**src/rtl/dmem_arbiter.sv**
```systemverilog
// dmem_arbiter: shares the single data-memory port between the core load/store
// path (master 0) and a debug/host loader (master 1).
// Grants are combinational, one per cycle; responses return one cycle after
// acceptance to the master that issued the request.
// Optional feature macro: ARB_LOCK_EN enables the master-1 burst lock mode
// with a bounded LOCK_MAX starvation release for master 0.
module dmem_arbiter #(
    parameter int ADDR_W   = 32,
    parameter int DATA_W   = 32,
    parameter int LOCK_MAX = 8
) (
    input  logic                clk_i,
    input  logic                rst_i,

    input  logic                m0_req_i,
    input  logic                m0_we_i,
    input  logic [ADDR_W-1:0]   m0_addr_i,
    input  logic [DATA_W-1:0]   m0_wdata_i,
    input  logic [DATA_W/8-1:0] m0_be_i,
    output logic                m0_gnt_o,
    output logic                m0_rvalid_o,
    output logic [DATA_W-1:0]   m0_rdata_o,

    input  logic                m1_req_i,
    input  logic                m1_we_i,
    input  logic [ADDR_W-1:0]   m1_addr_i,
    input  logic [DATA_W-1:0]   m1_wdata_i,
    input  logic [DATA_W/8-1:0] m1_be_i,
    input  logic                m1_lock_i,
    output logic                m1_gnt_o,
    output logic                m1_rvalid_o,
    output logic [DATA_W-1:0]   m1_rdata_o,

    output logic                mem_req_o,
    output logic                mem_we_o,
    output logic [ADDR_W-1:0]   mem_addr_o,
    output logic [DATA_W-1:0]   mem_wdata_o,
    output logic [DATA_W/8-1:0] mem_be_o,
    input  logic [DATA_W-1:0]   mem_rdata_i
);

    if (LOCK_MAX < 2 || LOCK_MAX > 255) begin : g_bad_lock_max
        $error("dmem_arbiter: LOCK_MAX must be in 2..255");
    end

    // Requests are masked while reset is held so no grant leaks out.
    logic req0, req1;
    logic gnt0, gnt1;

    // Round-robin pointer: 0 favours master 0 on contention.
    logic prio_q, prio_d;

    // Response pipeline: pending flag, owner (1 = master 1), access was a write.
    logic pend_q, pend_d;
    logic own_q,  own_d;
    logic we_q,   we_d;

    assign req0 = m0_req_i & ~rst_i;
    assign req1 = m1_req_i & ~rst_i;

`ifdef ARB_LOCK_EN
    typedef enum logic {ST_ARB, ST_LOCK} state_e;

    localparam logic [7:0] LOCK_MAX_C = 8'(LOCK_MAX);

    state_e     state_q, state_d;
    logic [7:0] lock_cnt_q, lock_cnt_d;
    logic       base_prio;

    // Grant selection, lock-state transitions and lock counting.
    always_comb begin
        gnt0       = 1'b0;
        gnt1       = 1'b0;
        prio_d     = prio_q;
        state_d    = state_q;
        lock_cnt_d = lock_cnt_q;
        base_prio  = prio_q;
        if (state_q == ST_LOCK && m1_lock_i) begin
            // Master 1 owns the port; master 0 gets a slot only when the
            // count has reached LOCK_MAX or master 1 is idle.
            if (req0 && (lock_cnt_q == LOCK_MAX_C || !req1)) begin
                gnt0 = 1'b1;
                if (lock_cnt_q == LOCK_MAX_C) begin
                    lock_cnt_d = 8'd0;
                end
            end else if (req1) begin
                gnt1 = 1'b1;
                if (lock_cnt_q != LOCK_MAX_C) begin
                    lock_cnt_d = lock_cnt_q + 8'd1;
                end
            end
        end else begin
            // Leaving LOCK restarts round-robin from master 0 in this same cycle.
            if (state_q == ST_LOCK) begin
                base_prio  = 1'b0;
                state_d    = ST_ARB;
                lock_cnt_d = 8'd0;
            end
            if (req0 && (!req1 || !base_prio)) begin
                gnt0 = 1'b1;
            end else if (req1) begin
                gnt1 = 1'b1;
            end
            prio_d = base_prio;
            if (gnt0) begin
                prio_d = 1'b1;
            end else if (gnt1) begin
                prio_d = 1'b0;
                if (m1_lock_i) begin
                    // The entering grant is the first counted master-1 grant.
                    state_d    = ST_LOCK;
                    lock_cnt_d = 8'd1;
                end
            end
        end
    end
`else
    logic unused_lock_in;
    assign unused_lock_in = m1_lock_i;

    // Pure round-robin grant selection.
    always_comb begin
        gnt0   = 1'b0;
        gnt1   = 1'b0;
        prio_d = prio_q;
        if (req0 && (!req1 || !prio_q)) begin
            gnt0 = 1'b1;
        end else if (req1) begin
            gnt1 = 1'b1;
        end
        if (gnt0) begin
            prio_d = 1'b1;
        end else if (gnt1) begin
            prio_d = 1'b0;
        end
    end
`endif

    assign m0_gnt_o = gnt0;
    assign m1_gnt_o = gnt1;

    // Shared memory port: mux of the granted master, all zero when idle.
    always_comb begin
        mem_req_o   = gnt0 | gnt1;
        mem_we_o    = 1'b0;
        mem_addr_o  = '0;
        mem_wdata_o = '0;
        mem_be_o    = '0;
        if (gnt0) begin
            mem_we_o    = m0_we_i;
            mem_addr_o  = m0_addr_i;
            mem_wdata_o = m0_wdata_i;
            mem_be_o    = m0_be_i;
        end else if (gnt1) begin
            mem_we_o    = m1_we_i;
            mem_addr_o  = m1_addr_i;
            mem_wdata_o = m1_wdata_i;
            mem_be_o    = m1_be_i;
        end
    end

    // Capture owner and access type of the accepted request for the response.
    always_comb begin
        pend_d = gnt0 | gnt1;
        own_d  = gnt1;
        we_d   = mem_we_o;
    end

    // State registers with synchronous reset.
    always_ff @(posedge clk_i) begin
        if (rst_i) begin
            prio_q     <= 1'b0;
            pend_q     <= 1'b0;
            own_q      <= 1'b0;
            we_q       <= 1'b0;
`ifdef ARB_LOCK_EN
            state_q    <= ST_ARB;
            lock_cnt_q <= 8'd0;
`endif
        end else begin
            prio_q     <= prio_d;
            pend_q     <= pend_d;
            own_q      <= own_d;
            we_q       <= we_d;
`ifdef ARB_LOCK_EN
            state_q    <= state_d;
            lock_cnt_q <= lock_cnt_d;
`endif
        end
    end

    // Response routing; a pending response is dropped while reset is high.
    logic              rsp_v;
    logic [DATA_W-1:0] rsp_data;

    always_comb begin
        rsp_v       = pend_q & ~rst_i;
        rsp_data    = (rsp_v && !we_q) ? mem_rdata_i : '0;
        m0_rvalid_o = rsp_v & ~own_q;
        m1_rvalid_o = rsp_v & own_q;
        m0_rdata_o  = own_q ? '0 : rsp_data;
        m1_rdata_o  = own_q ? rsp_data : '0;
    end

endmodule

```
**config.mk**
```make
export PLATFORM = sky130hd
export DESIGN_NAME = dmem_arbiter
export DESIGN_NICKNAME = d
export VERILOG_FILES = /design/src/rtl/dmem_arbiter.sv
export SDC_FILE = /design/constraint.sdc
export NUM_CORES = 1
export LEC_CHECK = 0
export CAP_MARGIN = 30
export CELL_PAD_IN_SITES_DETAIL_PLACEMENT = 1
export CELL_PAD_IN_SITES_GLOBAL_PLACEMENT = 1
export CORE_MARGIN = 2
export CORE_UTILIZATION = 12
export CTS_CLUSTER_SIZE = 28
export DETAILED_ROUTE_END_ITERATION = 10
export PLACE_DENSITY = 0.82
export SLEW_MARGIN = 25
export SYNTH_ARGS = -nofsm -noshare
export SYNTH_HDL_FRONTEND = slang
export SYNTH_SLANG_ARGS = --single-unit
```
**constraint.sdc**
```tcl
create_clock -name clk_i -period 3.4 [get_ports clk_i]
set_clock_uncertainty 0.05 [all_clocks]
set_input_delay 0.68 -clock clk_i [delete_from_list [all_inputs] [get_ports clk_i]]
set_output_delay 0.68 -clock clk_i [all_outputs]
set_load 0.01 [all_outputs]
```
### After elaboration in Yosys (flattened, before gate mapping)

Cells that the tools add are included.

* register bits after elaboration: 4
* bits in latches: 0
* bits in writable memories: 0
* ROM bits: 0
* input bits: 175
* output and inout port bits: 138
* logic and storage cells: 35
* memories: 0

* add/sub/neg operators: 0
* multiply operators: 0
* divide/modulo/power cells: 0
* $lt $le $gt $ge: 0
* equality and inequality tests: 0
* shifts and indexed selects: 0
* muxes and demuxes: 16
* bitwise gates (word level): 8
* reductions and logical operators: 7

Operators with widths (count)
* $mux W32: 7
* $mux W4: 2
* $mux W1: 7
* $and A1 B1 Y1: 5
* $logic_not A1 Y1: 3
* $logic_and A1 B1 Y1: 2
* $not A1 Y1: 2
* $reduce_bool A2 Y1: 1
* $logic_or A1 B1 Y1: 1
* $or A1 B1 Y1: 1

### Logic depth before layout (Yosys ltp)

* word-level depth: 8
* mapped depth: 5
* gate-level depth less buffers: 3

### Worst setup path after synthesis

Ideal clock, no wire load.

* kind: input-to-output
* start point: in m1_req_i
* end point: out mem_we_o
* data arrival time: 1.475 ns
* required time: 2.670 ns
* setup slack: 1.195 ns
* stages: 5
* path buffers: 2
* path through: buf_6 -> a21boi_4 -> buf_6 -> a32oi_2 -> nor2_1

* cells in the longest elaborated chain, start to end: 7
* elaborated cells on any way between the ends: 9
* classes of those cells: mux (5); bitwise (1); reduce/logical (3)

Ends and longest elaborated chain
* start: declaration: line 24 `input logic m1_req_i,`
* $and A1 B1 Y1 *: line 59 `assign req1 = m1_req_i & ~rst_i;`
* $logic_not A1 Y1: line 126 `if (req0 && (!req1 || !prio_q)) begin`
* $logic_or A1 B1 Y1: line 126
* $logic_and A1 B1 Y1: line 126
* $mux W1: line 126
* $mux W1: line 154 `end else if (gnt1) begin`
* $mux W1 *: line 149 `if (gnt0) begin`
* end: declaration: line 35 `output logic mem_we_o,`

Mark *: on every way between the ends. The rest lies on a longest branch, timed or not.

### Worst setup path after layout

* start point: in m0_req_i
* end point: out mem_wdata_o[16]

* cells in the longest elaborated chain, start to end: 5
* elaborated cells on any way between the ends: 6
* classes of those cells: mux (4); bitwise (1); reduce/logical (1)

Ends and longest elaborated chain
* start: declaration: line 15 `input logic m0_req_i,`
* $and A1 B1 Y1 *: line 58 `assign req0 = m0_req_i & ~rst_i;`
* $logic_and A1 B1 Y1 *: line 126
* $mux W1: line 126
* $mux W32: line 154
* $mux W32 *: line 149
* end: declaration: line 37 `output logic [DATA_W-1:0] mem_wdata_o,`

Marked as above.

==> reports/metrics.yaml <==
placed_design:
  port_buffers: 311
  dp_hpwl_mm: 9.736
  pre_cts_ws_ns: 0.08498
  globalplace.congestion: 0.8451
final_layout:
  final_common_cell: "clkdlybuf4s50_1"
  drive_gt1_share_pct: 4.710
  fillers: 1710
  fin_util_pct: 35.47
  layout_common_cells: "clkdlybuf4s50_1, nor2_1, a32oi_1"
  area_growth_pct: 192.4
  antenna_cells: 0
  nNetsFinal: 729
grt:
  grt_pass1_vias: 3420
  antenna_found_initial: 0
  grt_max_degree: 68
  overflow: 0
  grt_pass1_wl_mm: 18.56
  grt_usage_pct: 14.37
worst_hold_path:
  hp-class: "reg -> reg"
  hold_end: "prio_q$_SDFFE_PP0P_"
  hold_depth: 1
  worstHoldStart: "prio_q$_SDFFE_PP0P_"
run_status:
  status: "finished, final reports clean"
clock_tree:
  cts_resized: 0
  clk_pin_slew_ns: 0.03
  htreeDepth: 1
  cts_sinks: 4
  clock_latency_ns: 0.22
  cts_tree: "done"
  numCtsBuffers: 3
  cts_root_buf: "clkbuf_16"
  cts.path.max_buffers: 2
sta:
  tightest_slew_ns: 0.3223
  max_freq_ghz: 0.3056
  hold_viol: 0
  setup_ws_ns: 0.1282
  max_slew_margin_pct: 78.52
  period_share_pct: 96.23
  maxSlewViolCount: 0
  fin_crit_ns: 3.272
  setup_viol_count_final: 0
yosys:
  synthesis.nets: 436
  yosys_warnings: 0
  ys_seq_elements: 4
  yosysTopAreaCellShare_pct: 34.17
  yosysSeqAreaShare_pct: 4.594
  synth_cell_types: 19
  synth_top_cell_by_area: "a32oi_1"
  syn-cell-area_mm2: 0.001743
  post_synth.cell_area_avg_um2: 6.678
  ys_top_cells_by_area: "a32oi_1, and2_1, nor2_1"
  synthCells: 261
pwr:
  p_per_area_mw_per_mm2: 164.8
  irDropWorstVdd_mv: 0.1714
  p_leak_nw: 1.813
detailed_routing:
  firstDrtPassIters: 4
  vias: 3285
  viasPerCell: 4.463
  routed_wl_mm: 12.32
  antenna_left: 0
  drc: 0
  drt_iter0_markers: 107
  wl_per_cell_um: 16.74
setup_path:
  path_cells: "clkdlybuf4s50_1, a21boi_4, buf_4, buf_12, a32oi_1, nor2_1, clkdlybuf4s50_1"
  ff2ff_setup_slack_ns: 2.01
  endpoint_kind: "primary output"
  reg2reg_depth: 4
  crit_path_max_fanout: 16
  cpMaxStageDelayCell: "clkdlybuf4s50_1"
  worstSetupPathType: "in -> out"
  r2r_end: "we_q$_SDFF_PP0_"
  crit_path_frequent_cell: "clkdlybuf4s50_1"
  critPathMaxStageDelay_ns: 0.56
  worst_setup_path_start_kind: "primary input"
  worstPathArrival_ns: 2.54
  rr_startpoint: "prio_q$_SDFFE_PP0P_"
  critPathRequiredTime_ns: 2.67
die:
  num_rows: 44
  core-area_mm2: 0.01437
  die_y_um: 124.5
  die_w_um: 124.5
  initial_utilization_pct: 12.13
  dieArea_mm2: 0.01550
  io_pins: 313
flow_run:
  cap_violations: 0
==> cell usage after synthesis <==
cell,instances
buf_2,8
and3b_1,1
nor4b_1,1
a21boi_4,1
dfxtp_1,4
nand2b_4,1
clkbuf_2,3
nor2_1,78
nand2b_1,1
inv_2,1
nor2b_1,1
nor3_2,2
a32oi_1,68
and2_1,62
nand2_1,1
clkbuf_1,10
a32oi_2,1
a211oi_1,1
buf_6,16
==> where the power goes <==
| part | leakage (nW) | internal, mW | switching, mW |
|---|---|---|---|
| combinational | 1.74 | 0.373 | 0.230 |
| sequential | 0.0333 | 0.0505 | 0.00394 |
| clock | 0.0370 | 0.150 | 0.0324 |
| total | 1.81 | 0.574 | 0.266 |
==> logic make-up after synthesis <==
logic type      count (synthesis)  synth area share [%]
simple gates                  148                 42.93
buf+inv                        38                 15.86
compound gates                 71                 36.61
flops                           4                 4.595
==> worst max-delay path: cells and delay by family <==
kind / cells / cell delay [ns]
buf+inv: 4 / 1.41
compound gates: 2 / 0.31
simple gates: 1 / 0.13
==> final cells by class <==
cell class | instances | area [um^2] | area share [%]
timing repair buffer | 325 | 3318 | 65.11
inverter | 1 | 3.754 | 0.07366
multi-input combinational | 219 | 1389 | 27.25
clock buffer | 3 | 75.07 | 1.473
sequential | 4 | 80.08 | 1.571
tap | 184 | 230.2 | 4.518
==> sequential cells by signal, indices dropped and copies added (netlist names) <==
| signal | flops |
|---|---|
| own_q | 1 |
| pend_q | 1 |
| prio_q | 1 |
| we_q | 1 |
==> worst max path at each step <==
stage          startpoint               to  cells after the start
2_1_floorplan    m1_req_i         mem_we_o                      5
3_3_place_gp     m0_req_i    mem_addr_o[7]                      6
3_5_place_dp     m0_req_i    mem_addr_o[7]                      6
4_1_cts          m0_req_i    mem_addr_o[7]                      6
5_1_grt          m0_req_i  mem_wdata_o[16]                      7
6_report         m0_req_i  mem_wdata_o[16]                      7
==> per-layer routing <==
| metal | global-route usage, % | wire length, um | share of wire, % |
|---|---|---|---|
| met5 | 0 | 0 | 0 |
| met4 | 2.908 | 170 | 1.4 |
| met3 | 3.436 | 944 | 7.7 |
| met2 | 27.97 | 6580 | 53 |
| met1 | 15.64 | 4627 | 38 |
==> through the flow <==
| stage | TNS [ns] | cell area [um^2] | instances | power [mW] | hold slack [ns] |
|---|---|---|---|---|---|
| 2_1_floorplan | 0 | 1743 | 261 | 0.2657 | 0.4579 |
| 3_3_place_gp | 0 | 4949 | 728 | 0.6290 | 0.4750 |
| 3_5_place_dp | 0 | 4949 | 728 | 0.6449 | 0.5004 |
| 4_1_cts | 0 | 5024 | 731 | 0.8333 | 0.5056 |
| 5_1_grt | -0.004536 | 5096 | 736 | 0.8935 | 0.5384 |
| 6_report | 0 | 5096 | 736 | 0.8400 | 0.5024 |
==> repair_timing <==
action,CTS,global route
endpoints found under the setup margin,0,1
buffers inserted,0,3
hold buffers,0,0
(Power assumes the default switching activity.)
